--- src/rtl/traffic_phase_scheduler_if.sv ---
// Sensor and signal-head bundle for the intersection phase scheduler.
// master: the scheduler, which drives the lamps. slave: the field side, which drives the requests.
interface traffic_phase_scheduler_if;
  logic       ns_req;
  logic       ew_req;
  logic       ped_req;
  logic       ns_green;
  logic       ns_yellow;
  logic       ns_red;
  logic       ew_green;
  logic       ew_yellow;
  logic       ew_red;
  logic       walk;
  logic       ped_pending;
  logic [2:0] phase;

  modport master (
    input  ns_req, ew_req, ped_req,
    output ns_green, ns_yellow, ns_red,
    output ew_green, ew_yellow, ew_red,
    output walk, ped_pending, phase
  );

  modport slave (
    output ns_req, ew_req, ped_req,
    input  ns_green, ns_yellow, ns_red,
    input  ew_green, ew_yellow, ew_red,
    input  walk, ped_pending, phase
  );
endinterface

--- src/rtl/traffic_phase_scheduler.sv ---
// Two-approach intersection scheduler with a pedestrian walk phase.
// Moore lamp decode; green gaps out after MIN_GREEN or maxes out at MAX_GREEN when contested.
module traffic_phase_scheduler #(
  parameter int unsigned MIN_GREEN = 8,
  parameter int unsigned MAX_GREEN = 20,
  parameter int unsigned YELLOW_T  = 3,
  parameter int unsigned ALLRED_T  = 2,
  parameter int unsigned WALK_T    = 6,
  parameter int unsigned CNT_W     = 5
) (
  input logic                       clk,
  input logic                       rst,
  traffic_phase_scheduler_if.master bus
);

  localparam logic [2:0] StNsGreen  = 3'd0;
  localparam logic [2:0] StNsYellow = 3'd1;
  localparam logic [2:0] StAllRed   = 3'd2;
  localparam logic [2:0] StEwGreen  = 3'd3;
  localparam logic [2:0] StEwYellow = 3'd4;
  localparam logic [2:0] StWalk     = 3'd5;
  localparam logic [2:0] StClear    = 3'd6;

  localparam logic [CNT_W-1:0] MinGreenLast = CNT_W'(MIN_GREEN - 1);
  localparam logic [CNT_W-1:0] MaxGreenLast = CNT_W'(MAX_GREEN - 1);
  localparam logic [CNT_W-1:0] YellowLast   = CNT_W'(YELLOW_T - 1);
  localparam logic [CNT_W-1:0] AllredLast   = CNT_W'(ALLRED_T - 1);
  localparam logic [CNT_W-1:0] WalkLast     = CNT_W'(WALK_T - 1);

  logic [2:0]       state_q, state_d;
  logic [CNT_W-1:0] t_q, t_d;
  logic             last_dir_q, last_dir_d;  // 0 = NS served last, 1 = EW
  logic             ped_pending_q, ped_pending_d;

  logic ns_contest, ew_contest;
  logic ns_exit, ew_exit;
  logic in_green;
  logic enter_walk;

  assign ns_contest = bus.ew_req | ped_pending_q;
  assign ew_contest = bus.ns_req | ped_pending_q;

  // Gap-out once minimum green is served and own approach is empty; max-out regardless.
  assign ns_exit = ((t_q >= MinGreenLast) && ns_contest && !bus.ns_req) ||
                   ((t_q >= MaxGreenLast) && ns_contest);
  assign ew_exit = ((t_q >= MinGreenLast) && ew_contest && !bus.ew_req) ||
                   ((t_q >= MaxGreenLast) && ew_contest);

  assign in_green = (state_q == StNsGreen) || (state_q == StEwGreen);

  always_comb begin
    state_d    = state_q;
    last_dir_d = last_dir_q;
    case (state_q)
      StNsGreen: begin
        if (ns_exit) state_d = StNsYellow;
      end
      StNsYellow: begin
        if (t_q == YellowLast) begin
          state_d    = StAllRed;
          last_dir_d = 1'b0;
        end
      end
      StAllRed: begin
        if (t_q == AllredLast) begin
          if (ped_pending_q)   state_d = StWalk;
          else if (last_dir_q) state_d = StNsGreen;
          else                 state_d = StEwGreen;
        end
      end
      StEwGreen: begin
        if (ew_exit) state_d = StEwYellow;
      end
      StEwYellow: begin
        if (t_q == YellowLast) begin
          state_d    = StAllRed;
          last_dir_d = 1'b1;
        end
      end
      StWalk: begin
        if (t_q == WalkLast) state_d = StClear;
      end
      StClear: begin
        if (t_q == AllredLast) state_d = last_dir_q ? StNsGreen : StEwGreen;
      end
      default: state_d = StAllRed;
    endcase
  end

  // Green timers saturate so an uncontested rest never wraps; other states exit before overflow.
  always_comb begin
    t_d = t_q + 1'b1;
    if (state_d != state_q) begin
      t_d = '0;
    end else if (in_green && (t_q >= MaxGreenLast)) begin
      t_d = MaxGreenLast;
    end
  end

  // Clearing on WALK entry beats a simultaneous button press.
  assign enter_walk = (state_d == StWalk) && (state_q != StWalk);

  always_comb begin
    ped_pending_d = ped_pending_q | bus.ped_req;
    if (enter_walk) ped_pending_d = 1'b0;
  end

  always_ff @(posedge clk or posedge rst) begin
    if (rst) begin
      state_q       <= StAllRed;
      t_q           <= '0;
      last_dir_q    <= 1'b1;
      ped_pending_q <= 1'b0;
    end else begin
      state_q       <= state_d;
      t_q           <= t_d;
      last_dir_q    <= last_dir_d;
      ped_pending_q <= ped_pending_d;
    end
  end

  always_comb begin
    bus.ns_green    = (state_q == StNsGreen);
    bus.ns_yellow   = (state_q == StNsYellow);
    bus.ns_red      = !((state_q == StNsGreen) || (state_q == StNsYellow));
    bus.ew_green    = (state_q == StEwGreen);
    bus.ew_yellow   = (state_q == StEwYellow);
    bus.ew_red      = !((state_q == StEwGreen) || (state_q == StEwYellow));
    bus.walk        = (state_q == StWalk);
    bus.ped_pending = ped_pending_q;
    bus.phase       = state_q;
  end

endmodule
--- src/flat_wrapper.sv ---
// flat-port wrapper written by rule: the top's interface ports become plain ports
module traffic_phase_scheduler_flat 
#(
  parameter int unsigned MIN_GREEN = 8,
  parameter int unsigned MAX_GREEN = 20,
  parameter int unsigned YELLOW_T  = 3,
  parameter int unsigned ALLRED_T  = 2,
  parameter int unsigned WALK_T    = 6,
  parameter int unsigned CNT_W     = 5
)
  (clk, rst, bus_ns_req, bus_ew_req, bus_ped_req, bus_ns_green, bus_ns_yellow, bus_ns_red, bus_ew_green, bus_ew_yellow, bus_ew_red, bus_walk, bus_ped_pending, bus_phase);
  traffic_phase_scheduler_if bus_i ();
  input logic clk;
  input logic rst;
  input wire logic [$bits(bus_i.ns_req)-1:0] bus_ns_req;
  input wire logic [$bits(bus_i.ew_req)-1:0] bus_ew_req;
  input wire logic [$bits(bus_i.ped_req)-1:0] bus_ped_req;
  output wire logic [$bits(bus_i.ns_green)-1:0] bus_ns_green;
  output wire logic [$bits(bus_i.ns_yellow)-1:0] bus_ns_yellow;
  output wire logic [$bits(bus_i.ns_red)-1:0] bus_ns_red;
  output wire logic [$bits(bus_i.ew_green)-1:0] bus_ew_green;
  output wire logic [$bits(bus_i.ew_yellow)-1:0] bus_ew_yellow;
  output wire logic [$bits(bus_i.ew_red)-1:0] bus_ew_red;
  output wire logic [$bits(bus_i.walk)-1:0] bus_walk;
  output wire logic [$bits(bus_i.ped_pending)-1:0] bus_ped_pending;
  output wire logic [$bits(bus_i.phase)-1:0] bus_phase;
  assign bus_i.ns_req = bus_ns_req;
  assign bus_i.ew_req = bus_ew_req;
  assign bus_i.ped_req = bus_ped_req;
  assign bus_ns_green = bus_i.ns_green;
  assign bus_ns_yellow = bus_i.ns_yellow;
  assign bus_ns_red = bus_i.ns_red;
  assign bus_ew_green = bus_i.ew_green;
  assign bus_ew_yellow = bus_i.ew_yellow;
  assign bus_ew_red = bus_i.ew_red;
  assign bus_walk = bus_i.walk;
  assign bus_ped_pending = bus_i.ped_pending;
  assign bus_phase = bus_i.phase;
  traffic_phase_scheduler #(.MIN_GREEN(MIN_GREEN), .MAX_GREEN(MAX_GREEN), .YELLOW_T(YELLOW_T), .ALLRED_T(ALLRED_T), .WALK_T(WALK_T), .CNT_W(CNT_W)) u_core (.clk(clk), .rst(rst), .bus(bus_i));
endmodule
--- config.mk ---
export PLATFORM = sky130hd
export DESIGN_NAME = traffic_phase_scheduler_flat
export DESIGN_NICKNAME = d
export VERILOG_FILES = /design/src/rtl/traffic_phase_scheduler_if.sv /design/src/rtl/traffic_phase_scheduler.sv /design/src/flat_wrapper.sv
export SDC_FILE = /design/constraint.sdc
export NUM_CORES = 1
export LEC_CHECK = 0
export ABC_AREA = 0
export CORE_MARGIN = 3
export CORE_UTILIZATION = 46
export CTS_BUF_LIST = sky130_fd_sc_hd__clkbuf_16
export CTS_CLUSTER_SIZE = 20
export DETAILED_ROUTE_END_ITERATION = 12
export PLACE_DENSITY_LB_ADDON = 0.12
export SYNTH_ARGS = -nofsm -noshare
export SYNTH_HDL_FRONTEND = slang
export SYNTH_SLANG_ARGS = --single-unit
--- constraint.sdc ---
create_clock -name clk -period 1.9 [get_ports clk]
set_input_delay 0.285 -clock clk [delete_from_list [all_inputs] [get_ports clk]]
set_output_delay 0.285 -clock clk [all_outputs]
set_load 0.01 [all_outputs]
## Word-level counts from Yosys, hierarchy flattened

Cells that the tools add are included.
Widths: inputs -> output; s select.

- Bits of input ports: 5
- Bits in registers: 10
- Word-level logic and storage cells: 60
- Output and inout port bits: 11

- Eq/ne operators: 14
- Add/sub/neg operators: 1
- Bitwise logic cells: 3
- Reduce and logical (&&, ||, !) cells: 21
- $lt $le $gt $ge: 2
- Mux-type cells: 15

Operator list:

| operator | number |
|---|---|
| $mux 3 | 7 |
| $pmux 3 s6 | 1 |
| $eq 3x3->1 const B | 4 |
| $mux 5 | 2 |
| $logic_and 1x1->1 | 8 |
| $eq 3x2->1 const B | 2 |
| $add 5x1->5 const B | 1 |
| $eq 5x1->1 const B | 1 |
| $eq 5x2->1 const B | 1 |
| $eq 5x3->1 const B | 1 |
| $ge 5x3->1 const B | 1 |
| $ge 5x5->1 const B | 1 |
| $logic_or 1x1->1 | 5 |
| $logic_not 1->1 | 4 |
| $ne 2x1->1 const B | 2 |
| $eq 3x1->1 const B | 1 |
| $logic_not 3->1 | 1 |
| $mux 1 | 3 |
| $ne 3x3->1 | 1 |
| $ne 3x3->1 const B | 1 |
| $or 1x1->1 | 3 |
| $reduce_and 3->1 | 1 |
| $mux 2 | 1 |
| $pmux 1 s2 | 1 |
| other kinds (2) | 2 |

## Depth between registers and ports, before layout

Gate-level depths: netlist of the first run.

- Word-level depth: 9
- Gate-level depth with buffers: 8
- Depth with buffers taken out: 7

## Worst setup path before layout of the first run

No wires, ideal clock.

- Path kind: register -> register
- Start: register u_core.t_q[1]
- End: register u_core.t_q[2]
- Setup time: 139 ps
- Data required time: 1761 ps
- Clock period less this slack: 1924 ps
- Cell stages (with the launch flop): 9
- Buffers on the path: 1
- Setup slack: -24 ps
- Data arrival time: 1784 ps
- Cell sequence: dfrtp_1 > inv_1 > ha_1 > or4b_1 > buf_2 > nor2_2 > a2bb2oi_2 > a221oi_4 > nor4_1

- Cells in the longest elaborated chain, start to end: 8
- Elaborated cells on any way between the ends: 25
- Classes of those cells: 1 x add/sub; 2 x order compare; 4 x eq/ne; 9 x mux; 9 x reduce/logical

Ends and longest elaborated chain:

| what | RTL line | text |
|---|---|---|
| start: declaration | traffic_phase_scheduler.sv:31 | `logic [CNT_W-1:0] t_q, t_d;` |
| start signal: assignment | traffic_phase_scheduler.sv:116 | `t_q <= t_d;` |
| $ge 5x3->1 | traffic_phase_scheduler.sv:44, traffic_phase_scheduler.sv:46 |  |
| $logic_and 1x1->1, on equally long branches (2 in a row) | traffic_phase_scheduler.sv:46, traffic_phase_scheduler.sv:44 |  |
| $logic_or 1x1->1, on equally long branches | traffic_phase_scheduler.sv:46, traffic_phase_scheduler.sv:44 |  |
| $mux 3, on equally long branches | traffic_phase_scheduler.sv:72, traffic_phase_scheduler.sv:56 |  |
| $pmux 3 s6 | traffic_phase_scheduler.sv:54 | `case (state_q)` |
| $ne 3x3->1 | traffic_phase_scheduler.sv:93 | `if (state_d != state_q) begin` |
| $mux 5 * | traffic_phase_scheduler.sv:93 |  |
| net u_core.t_d[2] | traffic_phase_scheduler.sv:31 |  |

Mark *: on every way through the listed nets, which the timed path passes. The rest lies on a longest branch.
A chain may end at the register's enable or synchronous reset.

## Worst setup path in the final report of the first run

Ends and elaborated chain as after synthesis.

==> out/summary.txt, run 1 <==
P_leak -> 0.000637 uW
CTS tree -> yes
Arr. time, crit path -> 2.13 ns
DR vias/cell -> 6.26
GR Layer Usage met1 -> 0.324
Residual DRC count -> 0
Initial antenna violation count -> 0
Total Wirelength -> 3.12 mm
GRT Resource Usage Total -> 0.236
Asr flop ratio synth -> 1.00
Crit path largest cell delay -> 0.42 ns
F_max -> 500 MHz
Met2 Usage GRT -> 0.367
DRT iter0 DRCs -> 29
Final setup fails -> 6
Fin. Hold Viols -> 0
Total grt overflow -> 0
Reg area -> 256 um2
Fin crit period -> 2.00 ns
GRT met3 Usage -> 0.0297
Fin Setup TNS -> -0.550 ns
Failing checks -> negative setup slack
Int Power -> 1500 uW
Finished Layout Cells -> 163
Per-cell routed wire length -> 19.1 um
Psw -> 1160 uW
Number of global-route vias before repair -> 932
H-tree depth -> 1
IO buf count -> 15
Sequential cell area fraction in the yosys report -> 0.277
Tot Pwr -> 2650 uW
Drt first pass iters -> 4
Clk root buf -> clkbuf_16
Busiest grt layer -> met2
Mean instance size in the synthesized netlist -> 8.86 um2
CP required -> 2.03 ns
Die height -> 50.5 um
Clock Tree Buf Depth -> 2
FF+latch count, synth -> 10
Netlist Area Pre-Place -> 912 um2
P per Cell Area -> 1790 nW/um2
Routed via count -> 1021
Area grow syn2layout -> 62.4%
EDFF count, synth -> 0
Largest net degree at the start of global routing -> 13
Clk pwr share -> 0.143
Starting density of the core -> 0.506
Num Clock Sinks -> 10
Mapped Nets -> 111
RSZ-0062 raised after global routing -> true
Antenna diodes -> 0
Detailed placer's ending HPWL -> 1.86 mm
Layout fillers -> 112
Comb power frac -> 0.685
GP Congestion -> 0.847
Number of library cell types mapped by synthesis -> 47
Sequential Power Share -> 0.172
Post-placement cell count -> 154
Area of the multi-input gates -> 741 um2
CP Max Fanout -> 5
Rel. slew slack -> 0.625
CTS buffer count -> 3
CORE AREA -> 1800 um2
Worst-margin pin slew -> 0.555 ns
Ys Warns -> 0
Fin crit share -> 1.05
Most used DFF post-synth -> dfrtp_1
Final setup margin -> -0.101 ns
Hold-fix buffers, CTS -> 0
Synthesized instance count -> 103
Io pins -> 16
# rows -> 15
Critical path capture point type -> flop
Clock Skew -> 0.00173 ns
Kind of start point of the critical path -> flop
Final-report max-slew violation count -> 0
Sw Ratio -> 0.437
VDD IR-drop max -> 1.32 mV
Die Wd -> 50.5 um
HP Class -> in2async
Layout net count -> 147
Outcome -> finished with violations
Slowest-stage cell, CP -> dfrtp_1
Worst-skew pair later-pin latency -> 0.24 ns
CTS clk-pin slew, worst paths -> 0.04 ns
Antenna viol nets, final -> 0
Share of layout cells above drive strength 1 -> 0.420
Crit Path Class -> reg2reg
Die area -> 2550 um2
CP Cell Sequence -> buf_6, ha_4, a2111oi_2, nor3b_1, o21ai_2, o311ai_4, nor4_2
Max_cap viols -> 0
First-pass GRT wire length -> 4.43 mm
## worst paths after layout
path | cells after the start | startpoint | end | slack (ns)
min | 2 | rst | u_core.bus.ped_pending | 0.33
min reg2reg | 2 | u_core.last_dir_q | u_core.last_dir_q | 0.52
min in group clk | 2 | u_core.last_dir_q | u_core.last_dir_q | 0.52
max in group asynchronous | 2 | rst | u_core.bus.phase[1] | 1.25
max | 7 | u_core.t_q[1] | u_core.t_q[2] | -0.10
max reg2reg | 7 | u_core.t_q[1] | u_core.t_q[2] | -0.10
## metrics by stage
stage	hold slack, ns	setup WS, ns	area (um2)	util
CTS	0.341	-0.0587	1340	0.744
global route	0.373	-0.228	1480	0.822
detailed placement	0.502	-0.0884	1200	0.666
global placement	0.506	-0.0292	1200	0.666
finish	0.333	-0.101	1480	0.822
floorplan	0.124	-0.0237	912	-
## registers in the layout (all words and copies together) (netlist names)
signal,cells
u_core.bus.ped_pending,1
u_core.bus.phase,3
u_core.last_dir_q,1
u_core.t_q,5
## critical path, delay by kind of cell (launching register included)
kind,cells,cell delay (ns)
compound gates,3,0.66
fa+ha+maj,1,0.17
buf+inv,1,0.15
flops,1,0.42
simple gates,2,0.48
## synth_stat cells (2+ instances only)
master / instances / area share
nor4_1: 3 / 0.021
nand3_1: 2 / 0.011
inv_1: 4 / 0.016
o21ai_1: 4 / 0.022
nor3b_1: 3 / 0.025
nand2b_1: 2 / 0.014
buf_4: 2 / 0.016
or4b_1: 2 / 0.022
or2b_1: 2 / 0.016
ha_1: 3 / 0.041
buf_2: 3 / 0.016
dfrtp_1: 8 / 0.22
xor2_1: 4 / 0.038
clkbuf_4: 2 / 0.016
o21ai_0: 3 / 0.016
o21ba_1: 2 / 0.022
nor2b_1: 2 / 0.014
nor3_1: 5 / 0.027
nand2_1: 3 / 0.012
a211o_1: 2 / 0.019
a21oi_1: 4 / 0.022
a31oi_1: 3 / 0.021
dfstp_2: 2 / 0.058
a211oi_1: 4 / 0.033
nor2_1: 7 / 0.029
## layout by cell type (no fill, tap or decap), types with 2 or more instances in the layout
| cell | netlist | layout |
|---|---|---|
| or2b_1 | 2 | 2 |
| dfrtp_1 | 8 | 5 |
| nor3_1 | 5 | 5 |
| o21ai_1 | 4 | 4 |
| nand3_1 | 2 | 2 |
| nor2_1 | 7 | 6 |
| nand2_1 | 3 | 3 |
| a31oi_1 | 3 | 2 |
| dlygate4sd2_1 | 0 | 3 |
| xor2_1 | 4 | 4 |
| ha_4 | 0 | 3 |
| o21ai_0 | 3 | 3 |
| a21oi_1 | 4 | 4 |
| inv_1 | 4 | 2 |
| nand2b_1 | 2 | 2 |
| dfstp_2 | 2 | 2 |
| o21ba_1 | 2 | 2 |
| a211o_1 | 2 | 2 |
| nor4_2 | 0 | 3 |
| clkbuf_16 | 0 | 3 |
| dfrtp_2 | 0 | 3 |
| nor2b_1 | 2 | 2 |
| buf_6 | 0 | 4 |
| dlymetal6s2s_1 | 0 | 2 |
| inv_2 | 0 | 2 |
| buf_4 | 2 | 19 |
| clkdlybuf4s50_1 | 0 | 10 |
| a211oi_1 | 4 | 3 |
## power by group through the flow
| stage | Combinational [uW] | Clock (uW) | Sequential (uW) |
|---|---|---|---|
| 2_1_floorplan | 900 | 0 | 400 |
| 3_3_place_gp | 1410 | 0 | 402 |
| 3_5_place_dp | 1430 | 0 | 407 |
| 4_1_cts | 1550 | 384 | 416 |
| 5_1_grt | 1950 | 393 | 469 |
| 6_report | 1820 | 381 | 456 |
## area by class of cell
cell class              count  area share
clock buffers               3      0.0507
clock inverters             1     0.00253
flip-flops and latches     10       0.173
repair buffers             39       0.242
inverters                   4      0.0101
multi-input cells          81       0.500
well taps                  25      0.0211
## routing by layer
| layer | vias to the layer above | share of wire |
|---|---|---|
| met3 | 11 | 0.075 |
| li1 | 457 | - |
| met4 | 0 | 0.029 |
| met2 | 50 | 0.47 |
| met5 | - | 0 |
| met1 | 503 | 0.42 |
## cells by family (layout without fill, tap and decap cells)
logic type	Yosys count	in the layout	synth area share
AO/OA/AOI/OAI	35	35	0.314
XOR/XNOR	5	5	0.0480
buffers and inverters	12	47	0.0699
AND/OR/NAND/NOR	38	38	0.250
flip-flops	10	10	0.277
adder cells (fa/ha/maj)	3	3	0.0412
## what timing repair did
action,in CTS,in global routing
pin swaps,4,8
setup buffers,3,2
setup endpoints to repair,13,9
gates resized for setup,15,23
Note: power is estimated with default switching activity, not from simulation.
==> run 2: changes to the inputs <==
Settings changed: SETUP_SLACK_MARGIN set to 0.4, SLEW_MARGIN set to 5.
==> run 2 against run 1 <==
The flow still finishes with violations (negative setup slack). Cell area grew 15%. Non-clock buffer count grew 20. Die area is the same. Critical path depth shrank 1. Fmax shrank 3.2%. Sequential power shrank 8.6%. Routed wire length grew 45%. Via count grew 22%. Largest cell class unchanged. Highest routed layer unchanged.
==> out/summary.txt, run 2 (synthesis results as in run 1) <==
Clk root buf -> clkbuf_16
Largest register FFs -> 5 (unchanged)
Initial antenna violation count -> 0 (unchanged)
Area grow syn2layout -> 86.7%
Kind of start point of the critical path -> flop
Routed via count -> 1244 (+22%)
Largest net degree at the start of global routing -> 13 (unchanged)
DR vias/cell -> 6.80 (+8.5%)
Antenna viol nets, final -> 0 (unchanged)
P_leak -> 0.000757 uW (+19%)
Max_cap viols -> 0 (unchanged)
Most frequent cells in the layout -> buf_4 (28), buf_6 (21), nor2_4 (5)
Total Wirelength -> 4.51 mm (+45%)
Io pins -> 16 (unchanged)
Commonest non-fill, non-tap cell in the layout -> buf_4
Rel. slew slack -> 0.565 (-0.0594)
P per Cell Area -> 1880 nW/um2 (+4.9%)
Num Clock Sinks -> 10 (unchanged)
Biggest register -> u_core.t_q
Worst-skew pair later-pin latency -> 0.24 ns (about the same)
Arr. time, crit path -> 2.15 ns (+0.02 ns)
CP required -> 1.98 ns (-0.05 ns)
First-pass GRT wire length -> 5.75 mm (+30%)
Worst-margin pin slew -> 0.643 ns (+0.0879 ns)
Reg-to-reg endpoint -> u_core.t_q[3]
Outcome -> finished with violations
Crit Path Class -> reg2reg
Drt first pass iters -> 4 (unchanged)
RR Startpoint -> u_core.t_q[0]
F_max -> 484 MHz (-3.2%)
CP Max Fanout -> 5 (unchanged)
IO buf count -> 15 (unchanged)
CTS tree -> yes
Number of global-route vias before repair -> 1139 (+22%)
Final setup margin -> -0.166 ns (-0.0654 ns)
# rows -> 15 (unchanged)
Die height -> 50.5 um (unchanged)
Clock Tree Buf Depth -> 2 (unchanged)
Area after DPL -> 1190 um2 (-0.63%)
DR top layer -> met4
CTS clk-pin slew, worst paths -> 0.05 ns (about the same)
Share of layout cells above drive strength 1 -> 0.601 (+0.181)
VDD IR-drop max -> 1.32 mV (+0.44%)
Metal3 WL -> 502 um (+110%)
Fin. Hold Viols -> 0 (unchanged)
Pre-CTS setup slack -> -0.147 ns (-0.0590 ns)
Post-route cell area -> 1700 um2 (+15%)
Die area -> 2550 um2 (unchanged)
Final-report max-slew violation count -> 0 (unchanged)
DRT iter0 DRCs -> 78 (+170%)
GP Congestion -> 0.831 (-1.9%)
H-tree depth -> 1 (unchanged)
Antenna diodes -> 0 (unchanged)
HP Class -> in2async
GRT Resource Usage Total -> 0.306 (+0.0700)
Layout net count -> 167 (+14%)
Routed met2 length -> 2.03 mm (+37%)
Fin crit period -> 2.07 ns (+0.0654 ns)
Clock Skew -> 0.00464 ns (+0.00291 ns)
Detailed placer's ending HPWL -> 1.93 mm (+3.7%)
Final setup fails -> 6 (unchanged)
Worst Hold Margin -> 0.407 ns (+0.0739 ns)
Per-cell routed wire length -> 24.7 um (+29%)
Die Wd -> 50.5 um (unchanged)
Total grt overflow -> 0 (unchanged)
Residual DRC count -> 0 (unchanged)
Hold-fix buffers, CTS -> 0 (unchanged)
CORE AREA -> 1800 um2 (unchanged)
Final core utilization -> 0.945 (+0.123)
Critical path capture point type -> flop
Starting density of the core -> 0.506 (unchanged)
Met1 WL -> 1.69 mm (+28%)
Fin crit share -> 1.09 (+0.0344)
Worst Reg-to-Reg Cells -> 6 (-1)
Failing checks -> negative setup slack
RSZ-0062 raised after global routing -> true
Reg2Reg Setup Slack -> -0.17 ns (-0.07 ns)
CTS buffer count -> 3 (unchanged)
## run 2: worst max path at each step
stage / slack [ns] / to / startpoint
after global placement: -0.02 / u_core.t_q[3] / u_core.t_q[1]
after detailed placement: -0.15 / u_core.t_q[0] / u_core.t_q[0]
after global routing: -0.22 / u_core.t_q[4] / u_core.t_q[1]
after floorplan: -0.02 / u_core.t_q[2] / u_core.t_q[1]
final: -0.17 / u_core.t_q[3] / u_core.t_q[0]
after CTS: -0.04 / u_core.t_q[4] / u_core.t_q[0]
## run 2: per-stage QoR
step	std cells	TNS, ns	total power (uW)
finish	183	-0.827	3200
global route	183	-1.25	3300
CTS	173	-0.193	2570
detailed placement	154	-0.736	1810
global placement	154	-0.0425	1780
floorplan	103	-0.0587	1310
## run 2: area by class of cell
type	count	area (um2)
Multi-Input combinational cell	81	785
Timing Repair Buffer	59	536
Inverter	4	15.0
Clock buffer	3	75.1
Tap cell	25	31.3
Fill cell	49	98.8
Clock inverter	1	3.75
Sequential cell	10	258
## run 2: power by group
| part | switching (uW) | internal (uW) | leakage, uW | total [uW] |
|---|---|---|---|---|
| registers | 109 | 308 | 0.000117 | 417 |
| logic | 1220 | 1180 | 0.000601 | 2400 |
| clock network | 110 | 277 | 0.0000385 | 387 |
| total | 1440 | 1760 | 0.000757 | 3200 |
## run 2: what timing repair did
action	CTS	global route
pin swaps	13	16
gates cloned	0	0
setup endpoints to repair	21	18
buffers inserted	15	10
resized for setup	69	29
## run 2: worst max-delay path: stages, from the launching register on
cell and delay (ns):
dfrtp_2 0.42, ha_2 0.20, or4b_4 0.51, nor2_4 0.18
a2bb2oi_4 0.09, a221oi_4 0.40, nor4_2 0.11
## run 2: per-layer routing
metal | GRT usage | vias to the layer above
met2 | 0.487 | 118
li1 | - | 497
met4 | 0.161 | 0
met1 | 0.385 | 593
met5 | 0 | -
met3 | 0.0653 | 36
